--- src/rtl/alu_acc_seq_pkg.sv ---
// alu_acc_seq_pkg: opcodes, sequencer states and result flag positions shared by the ALU front-end
package alu_acc_seq_pkg;
  localparam logic [2:0] OP_ADD = 3'b000;
  localparam logic [2:0] OP_SUB = 3'b001;
  localparam logic [2:0] OP_NOT = 3'b010;
  localparam logic [2:0] OP_AND = 3'b011;
  localparam logic [2:0] OP_OR  = 3'b100;
  localparam logic [2:0] OP_XOR = 3'b101;
  localparam logic [2:0] OP_CMP = 3'b110;
  localparam logic [2:0] OP_RSV = 3'b111;
  localparam int FLG_ZERO   = 0;
  localparam int FLG_OVF    = 1;
  localparam int FLG_STICKY = 2;
  typedef enum logic [1:0] {IDLE, EXEC, RESP} alu_seq_state_t;
endpackage

--- src/rtl/acc_flags_reg.sv ---
// acc_flags_reg: accumulator, captured result and flag registers loaded at the close of EXEC
module acc_flags_reg
  import alu_acc_seq_pkg::*;
(
  input  logic       clk,
  input  logic       rst,
  input  logic       cap,
  input  logic       load,
  input  logic [2:0] op,
  input  logic [3:0] imm,
  input  logic [3:0] alu_result,
  input  logic       alu_overflow,
  input  logic       alu_zero,
  output logic [3:0] acc,
  output logic [3:0] res_data,
  output logic [2:0] res_flags
);
  logic cmp;
  assign cmp = op == OP_CMP;
  // loads bypass the ALU; compares report but leave acc and sticky alone
  always_ff @(posedge clk or posedge rst)
    if (rst) begin
      acc       <= '0;
      res_data  <= '0;
      res_flags <= '0;
    end else if (cap) begin
      acc                   <= load ? imm : cmp ? acc : alu_result;
      res_data              <= load ? imm : alu_result;
      res_flags[FLG_ZERO]   <= load ? imm == 4'd0 : alu_zero;
      res_flags[FLG_OVF]    <= !load && !cmp && alu_overflow;
      res_flags[FLG_STICKY] <= !load && (res_flags[FLG_STICKY] || (!cmp && alu_overflow));
    end
endmodule

--- src/rtl/alu_acc_seq.sv ---
// alu_acc_seq: valid/ready sequencer that feeds the ALU from an accumulator and returns its results
module alu_acc_seq
  import alu_acc_seq_pkg::*;
#(
  parameter int CNT_W = 8
) (
  input  logic             clk,
  input  logic             rst,
  input  logic             cmd_valid,
  output logic             cmd_ready,
  input  logic [2:0]       cmd_op,
  input  logic [3:0]       cmd_imm,
  input  logic             cmd_load,
  output logic [2:0]       alu_op,
  output logic [3:0]       alu_a,
  output logic [3:0]       alu_b,
  input  logic [3:0]       alu_result,
  input  logic             alu_overflow,
  input  logic             alu_zero,
  output logic             res_valid,
  input  logic             res_ready,
  output logic [3:0]       res_data,
  output logic [2:0]       res_flags,
  output logic [3:0]       acc,
  output logic [CNT_W-1:0] op_count
);
  alu_seq_state_t state;
  logic load_q;
  assign cmd_ready = state == IDLE;
  assign res_valid = state == RESP;
  assign alu_a     = acc;
  // IDLE -> EXEC on command, one EXEC cycle, RESP until the result is taken
  always_ff @(posedge clk or posedge rst)
    if (rst) begin
      state    <= IDLE;
      alu_op   <= '0;
      alu_b    <= '0;
      load_q   <= 1'b0;
      op_count <= '0;
    end else begin
      if (state == IDLE && cmd_valid) begin
        state  <= EXEC;
        alu_op <= cmd_op;
        alu_b  <= cmd_imm;
        load_q <= cmd_load;
      end
      if (state == EXEC) state <= RESP;
      if (state == RESP && res_ready) begin
        state    <= IDLE;
        op_count <= op_count + CNT_W'(1);
      end
    end
  acc_flags_reg u_regs (
    .clk          (clk),
    .rst          (rst),
    .cap          (state == EXEC),
    .load         (load_q),
    .op           (alu_op),
    .imm          (alu_b),
    .alu_result   (alu_result),
    .alu_overflow (alu_overflow),
    .alu_zero     (alu_zero),
    .acc          (acc),
    .res_data     (res_data),
    .res_flags    (res_flags)
  );
endmodule

--- config.mk ---
export PLATFORM = sky130hd
export DESIGN_NAME = alu_acc_seq
export DESIGN_NICKNAME = d
export VERILOG_FILES = /design/src/rtl/alu_acc_seq_pkg.sv /design/src/rtl/acc_flags_reg.sv /design/src/rtl/alu_acc_seq.sv
export SDC_FILE = /design/constraint.sdc
export NUM_CORES = 1
export LEC_CHECK = 0
export ABC_AREA = 1
export BUFFER_PORTS_ARGS = -buffer_cell sky130_fd_sc_hd__buf_2
export CAP_MARGIN = 40
export CORE_MARGIN = 5
export CORE_UTILIZATION = 35
export CTS_CLUSTER_DIAMETER = 50
export DETAILED_ROUTE_END_ITERATION = 8
export GPL_TIMING_DRIVEN = 0
export SLEW_MARGIN = 20
export SYNTH_ARGS = -nofsm -noshare
export SYNTH_HDL_FRONTEND = slang
export SYNTH_SLANG_ARGS = --single-unit
--- constraint.sdc ---
create_clock -name clk -period 1.5 [get_ports clk]
set_clock_uncertainty 0.15 [all_clocks]
set_input_delay 0.15 -clock clk [delete_from_list [all_inputs] [get_ports clk]]
set_output_delay 0.15 -clock clk [all_outputs]
set_load 0.02 [all_outputs]
; ---- Yosys cells after proc, flatten, opt, wreduce, memory -nomap -nowiden
; Index checks and enable logic that the tools add are counted.
[totals]
regBits = 29
output_inout_bits = 32
elab_cells = 33
[op_classes]
addsub = 1
n_eq_ne = 4
mux = 7
reduce_logical = 13
[ops]
columns = cell, n
row1 = $mux W4, 3
row2 = $add A8 B1 Y8 const B, 1
row3 = $logic_and A1 B1 Y1, 6
row4 = $mux W2, 3
row5 = $logic_not A4 Y1, 1
row6 = $eq A3 B3 Y1 const B, 1
row7 = $reduce_bool A3 Y1, 1
row8 = $eq A2 B1 Y1 const B, 1
row9 = $eq A2 B2 Y1 const B, 1
row10 = $logic_not A1 Y1, 2
row11 = $logic_not A2 Y1, 1
row12 = $ne A2 B2 Y1 const B, 1
row13 = $reduce_and A2 Y1, 1
row14 = $logic_or A1 B1 Y1, 1
row15 = $mux W1, 1

; ---- Depth between registers and ports, before layout
; Gate-level depths: netlist of the first run.
[depth]
depth_word = 5
depth_mapped = 7

; ---- By module
; Synthesis of the first run repeated with hierarchy kept, for this count alone.
[unflattened]
cells_unflattened = 157
hier_area_um2 = 1343.8
[by_module_without_submodules]
columns = mod, instances, cells_per_inst, area_each_um2
row1 = alu_acc_seq, 1, 91, 822.0
row2 = acc_flags_reg, 1, 66, 521.8

; ---- Least setup slack after synthesis of the first run
; Ideal clock, no wire load.
[synth_timing]
path_kind = register -> register
startpoint = register state[0]
endpoint = register load_q
arrival_ns = 1.070
required_ns = 1.229
setup_slack_ns = 0.159
stages_incl_launch_ff = 6
synth_period_minus_slack_ns = 1.341
path_cell_list = dfrtp_1 -> nor2_4 -> nand2_2 -> buf_6 -> nor2_1 -> a21oi_2
[synth_between]
elab_chain_cells = 2
[synth_lines]
columns = element, line_no
row1 = start: declaration, alu_acc_seq.sv:27  ; alu_seq_state_t state;
row2 = start signal: assignment, alu_acc_seq.sv:35  ; state <= IDLE;
row3 = start signal: assignment, alu_acc_seq.sv:42  ; state <= EXEC;
row4 = start signal: assignment, alu_acc_seq.sv:47  ; if (state == EXEC) state <= RESP;
row5 = $logic_not A2 Y1, -
row6 = named net cmd_ready, alu_acc_seq.sv:10  ; output logic cmd_ready,
row7 = $logic_and A1 B1 Y1, alu_acc_seq.sv:41  ; if (state == IDLE && cmd_valid) begin
row8 = end signal: assignment, alu_acc_seq.sv:45  ; load_q <= cmd_load;
row9 = end: declaration, alu_acc_seq.sv:28  ; logic load_q;
; The timed path passes the listed nets, and every way through them passes these cells.
; A chain may end at the register's enable or synchronous reset.

; ---- Worst setup path in the final report of the first run
[layout_timing]
startpoint = register state[0]
endpoint = output port cmd_ready
[layout_between]
elab_chain_cells = 1
[layout_lines]
columns = element, line_no
row1 = $logic_not A2 Y1, alu_acc_seq.sv:29  ; assign cmd_ready = state == IDLE;
row2 = end: declaration, alu_acc_seq.sv:10
; Every way passes these cells.

==> results of run 1 <==
-- power by group --
group	switching [mW]	leakage, nW	internal (mW)
logic	0.0288	0.599	0.0328
clock network	0.268	0.0542	0.414
registers	0	0.316	0.783
total	0.297	0.970	1.23
-- final timing paths --
kind                          startpoint                  to  slack (ns)  depth (start not counted)
max                             state[0]           cmd_ready        0.07                          2
min                        alu_result[3]  u_regs.res_data[3]        0.01                          3
max reg2reg                     state[0]              load_q        0.20                          5
min reg2reg                    alu_op[2]           alu_op[2]        0.35                          2
max in group asynchronous            rst            state[1]        0.43                          3
min in group asynchronous            rst       u_regs.acc[3]        0.34                          3
-- area by class of cell --
cell class,count,area share (%)
Timing Repair Buffer,59,18.6
Inverter,14,2.96
Clock inverter,1,0.269
Multi-Input combinational cell,107,28.5
Tap cell,48,3.23
Clock buffer,7,5.18
Buffer,5,2.22
Sequential cell,29,39.1
-- cells by family (layout without fill, tap and decap cells) --
kind of cell,count (synthesis),after routing,share of synthesized area [%]
adder cells (fa/ha/maj),1,1,0.925
XOR/XNOR,4,4,2.59
AND/OR/NAND/NOR,91,91,30.0
buffers and inverters,19,86,7.12
AO/OA/AOI/OAI,11,11,5.74
flip-flops,29,29,53.7
-- what timing repair did --
| item | in CTS | in global routing |
|---|---|---|
| endpoints found under the setup margin | 0 | 2 |
| resized for setup | 0 | 1 |
| hold buffers | 10 | 0 |
| hold endpoints to repair | 38 | 0 |
-- critical path, delay by kind of cell (launching register included) --
family | cells | cell delay [ns]
buf+inv | 1 | 0.20
flops | 1 | 0.46
simple gates | 1 | 0.21
-- metal layers --
layer	track usage, %	wire, µm
met1	16.0	1410
met3	3.74	184
met5	0	0
met2	20.0	1390
met4	3.76	25
-- state kept, by name, summed over array words and instances, names as in the netlist --
| name | cells |
|---|---|
| op_count | 8 |
| u_regs.res_flags | 3 |
| load_q | 1 |
| u_regs.res_data | 4 |
| state | 2 |
| u_regs.acc | 4 |
| alu_b | 4 |
| alu_op | 3 |
-- cells in the mapped netlist, drive strengths merged --
master	instances
ha	1
nand2	59
nor2	16
nand3	13
nor3	1
xnor2	2
nor3b	1
inv	14
a31oi	3
dfrtp	29
nand4	1
buf	5
o21ai	4
xor2	2
a21oi	4
==> flow_summary.toml, run 1 <==
[global_route]
grt_overflow = 0
grt_pass1_vias = 1125
antenna_found_initial = 0
grt_max_degree = 30
grtUsageTotal_pct = 12.4
grt_pass1_wl_um = 5000

[clock_tree]
cts_setup_buffers = 0
cts_buffers = 5
root_buffer = "clkbuf_8"
cts_max_level = 2
path_clk_slew_ns = 0.06
clkLatencyLatePin_ns = 0.26
clock-sinks = 29
cts_buffer_depth = 2
tritoncts = "done"

[outcome]
status = "complete, no violations"

[synthesis]
yosysTopAreaCellShare_pct = 53.7
synth_cells = 155
syn-cell-area_mm2 = 0.00135
synthesis.nets = 174
yosysSeqAreaShare_pct = 53.7
avgSynthCellArea_um2 = 8.73
synth_top_area_cell = "dfrtp_1"
ys_top_cells_by_area = "dfrtp_1 (54%), nand2_1 (16%), nand3_1 (4.4%), nor2_1 (3.6%), inv_1 (3.1%)"
yosysUniqueCellTypes = 25
yosysWarningCount = 0
ys_ff_latch = 29

[place]
dpl.hpwl_um = 2250
io_buffer_count = 49
place_ws_ns = 0.176
placement.cell_area_mm2 = 0.00166
placed_cells = 252
place_congestion = 0.775

[critical_path]
worstPathArrival_ns = 1.13
worst-setup-path-type = "reg2out"
cp_slowest_cell = "dfrtp_1"
start_kind = "flop"
crit_fanout = 8
crit_chain = "nor2_4, buf_2"
max_stage_delay_ns = 0.46
required_ns = 1.20
setup.worst_path.end_class = "primary output"

[timing]
whs_ns = 0.0108
maxSlewHeadroom_pct = 60.3
fmax_mhz = 698
final_hold_viol_count = 0
timing.final.crit_share_pct = 95.5
rsz0062_at_grt = "false"
period_minus_slack_ns = 1.43
drv_slew = 0
tightest_slew_ns = 0.594
tns_ns = 0
worst_slack_ns = 0.0670
setup_violations = 0

[finish]
drive_above_1_share_pct = 34.2
finalNonFillerCells = 270
final_common_cell = "nand2_1"
final_area_mm2 = 0.00186
insertedDiodeCount = 0
finalCoreUtilization_pct = 50.1
seq_area_um2 = 727
syn_to_final_growth_pct = 37.6
final_cell_mix = "nand2_1 (57), buf_2 (49), dfrtp_1 (28), nor2_1 (13), nand3_1 (12)"
multiInputGateArea_um2 = 531
nNetsFinal = 240
fill_cells = 365

[drt]
dr_total_vias = 1181
drc = 0
postRouteAntennaNets = 0
routed_via_density = 4.37
firstDrtPassIters = 5
wl_um = 3010
drt-initial-drc-count = 54
wl_per_cell_um = 11.1

[floorplan]
io_pins = 50
initial_core_util_pct = 36.4
die_x_um = 72.2
coreArea_mm2 = 0.00372
dieArea_mm2 = 0.00521
die_h_um = 72.2
row_count = 22

[power_and_ir_drop]
p_leak_nw = 0.970
irDropWorstVdd_mv = 0.441
power_mw = 1.53
powerDensity_mw_per_mm2 = 820

[hold_path]
hp-class = "in2reg"

[run]
drv_cap = 0
Power figures use the tool's default switching activity.
==> inputs of run 2 (changes only) <==
--- a/config.mk
+++ b/config.mk
@@ -7,3 +7,2 @@
 export LEC_CHECK = 0
-export ABC_AREA = 1
 export BUFFER_PORTS_ARGS = -buffer_cell sky130_fd_sc_hd__buf_2
==> constraint.sdc (replaced) <==
create_clock -name clk -period 1.5 [get_ports clk]
set_clock_uncertainty 0.15 [all_clocks]
set_input_delay 0.075 -clock clk [delete_from_list [all_inputs] [get_ports clk]]
set_output_delay 0.075 -clock clk [all_outputs]
set_load 0.02 [all_outputs]
==> flow_summary.toml, run 2 <==
[outcome]
status = "complete, no violations"

[place]
io_buffer_count = 49
place_congestion = 0.778
placement.cell_area_mm2 = 0.00160
dpl.hpwl_um = 2110
place_ws_ns = -0.0881
placed_cells = 203

[critical_path]
cpLargestDelayFamily = "flip-flops"
crit_chain = "nor2b_1, buf_4, o21a_4, mux2_2"
rr_worst_depth = 4
worst-setup-path-type = "reg2reg"
start_kind = "flop"
rrSetupSlack_ns = 0.05
setup.worst_path.end_class = "flop"
r2r-end = "u_regs.acc[0]"
max_stage_delay_ns = 0.45
reg2reg_from = "state[1]"
cp_slowest_cell = "dfrtp_2"
worstPathArrival_ns = 1.46
required_ns = 1.51
cp_num_buf_inv = 1
crit_fanout = 7

[finish]
final_area_mm2 = 0.00187
final_common_cell = "buf_2"
drive_above_1_share_pct = 48.0
syn_to_final_growth_pct = 46.5
nNetsFinal = 198
finalCoreUtilization_pct = 51.7
finalNonFillerCells = 227
largest_register_ffs = 8
insertedDiodeCount = 0
largest_register = "op_count"
final_cell_mix = "buf_2 (50), dfrtp_1 (27), nand2_1 (14), mux2_2 (14), dlygate4sd3_1 (14)"

[floorplan]
initial_core_util_pct = 35.3
row_count = 22
die_h_um = 70.3
io_pins = 50
coreArea_mm2 = 0.00361
die_x_um = 70.3
dieArea_mm2 = 0.00495

[synthesis]
yosys.area_share.adder_pct = 0.982
synth_cells = 105
yosysUniqueCellTypes = 28
synth-simple-area-share_pct = 11.9
syn-cell-area_mm2 = 0.00127
ys_top_cells_by_area = "dfrtp_1 (57%), mux2_2 (13%), nand2_1 (4.1%), xor2_1 (3.4%), mux2i_1 (2.4%)"
synth_top_family_by_area = "multiplexers"
synth_mux_area_share_pct = 15.6
synth_common_cells = "dfrtp_1 (29), mux2_2 (15), nand2_1 (14)"
synthFlopType = "dfrtp_1"
yosysSeqAreaShare_pct = 57.0
async_flop_share_pct = 100
synthesis.nets = 124
avgSynthCellArea_um2 = 12.1
synth_top_area_cell = "dfrtp_1"
ys_ff_latch = 29
synth-edff-count = 0
synth_compound_area_share_pct = 4.81
yosysTopAreaCellShare_pct = 57.0
yosysWarningCount = 0
yosysMostFrequentCell = "dfrtp_1"
synth_xor_area_share_pct = 4.81

[timing]
drv_slew = 0
maxSlewHeadroom_pct = 60.5
worst_slack_ns = 0.0493
final_hold_viol_count = 0
tightest_slew_ns = 0.593
fmax_mhz = 689
period_minus_slack_ns = 1.45
whs_ns = 0.00676
tns_ns = 0
setup_violations = 0
timing.final.crit_share_pct = 96.7
rsz0062_at_grt = "true"

[hold_path]
hp-start = "alu_result[3]"
hp-class = "in2reg"
hold_depth = 4
holdPathEnd = "u_regs.res_data[3]"

[clock_tree]
path_clk_slew_ns = 0.06
cts_buffer_depth = 2
clock-sinks = 29
root_buffer = "clkbuf_8"
clkLatencyLatePin_ns = 0.27
tritoncts = "done"
cts_buffers = 5
cts_max_level = 2

[drt]
dr_total_vias = 1010
drc = 0
postRouteAntennaNets = 0
drt-initial-drc-count = 32
routed_via_density = 4.45
wl_per_cell_um = 12.5
wl_um = 2840
firstDrtPassIters = 4

[power_and_ir_drop]
power_mw = 4.07
p_leak_nw = 0.955
powerDensity_mw_per_mm2 = 2180
irDropWorstVdd_mv = 0.840

[global_route]
grt_max_degree = 16
antenna_found_initial = 0
grt_pass1_wl_um = 4680
grt_overflow = 0
grt_pass1_vias = 1013
grtUsageTotal_pct = 12.2

[run]
drv_cap = 0
run 2: per-layer routing:
| layer | global-route usage [%] | part of all wire [%] | up-vias |
|---|---|---|---|
| met1 | 13.6 | 42 | 475 |
| li1 | - | - | 501 |
| met3 | 5.32 | 7.0 | 5 |
| met5 | 0 | 0 | - |
| met4 | 3.83 | 1.3 | 0 |
| met2 | 20.9 | 50 | 29 |
run 2: final cells by class:
cell class / count / area, µm²
plain buffers: 7 / 53.8
clock buffers: 7 / 86.3
fillers: 320 / 1740
inverters: 3 / 11.3
multi-input cells: 66 / 499
flip-flops and latches: 29 / 728
well taps: 48 / 60.1
repair buffers: 67 / 427
run 2: timing repair:
| item | CTS | global route |
|---|---|---|
| setup buffers | 0 | 2 |
| gates resized for setup | 3 | 4 |
| hold buffers | 14 | 0 |
| cloned | 0 | 1 |
| setup endpoints to repair | 3 | 12 |
| pin swaps | 0 | 2 |
| endpoints found under the hold margin | 31 | 0 |
run 2: worst min-delay path: cells and delay by family:
family / cells / cell delay, ns
multiplexers: 1 / 0.15
AND/OR/NAND/NOR: 2 / 0.10
buffers and inverters: 1 / 0.07
run 2: worst max-delay path by stage:
stage,to,cells after the start,slack (ns),from
finish,u_regs.acc[0],4,0.05,state[1]
global route,alu_b[0],4,-0.01,state[1]
CTS,u_regs.acc[0],4,0.003,state[0]
detailed placement,u_regs.acc[0],4,-0.09,state[0]
global placement,u_regs.acc[1],4,-0.08,state[0]
floorplan,alu_b[0],4,0.01,state[0]
run 2: kinds of logic after synthesis:
family	Yosys count
AND/OR/NAND/NOR	32
flip-flops	29
multiplexers	18
buffers and inverters	10
AO/OA/AOI/OAI	8
XOR/XNOR	7
adder cells (fa/ha/maj)	1
run 2: where the power goes:
group | internal [mW] | total [mW] | switching (mW) | leakage [nW]
registers | 1.14 | 1.45 | 0.305 | 0.353
clock network | 0.362 | 0.619 | 0.257 | 0.0443
logic | 0.918 | 2.00 | 1.08 | 0.558
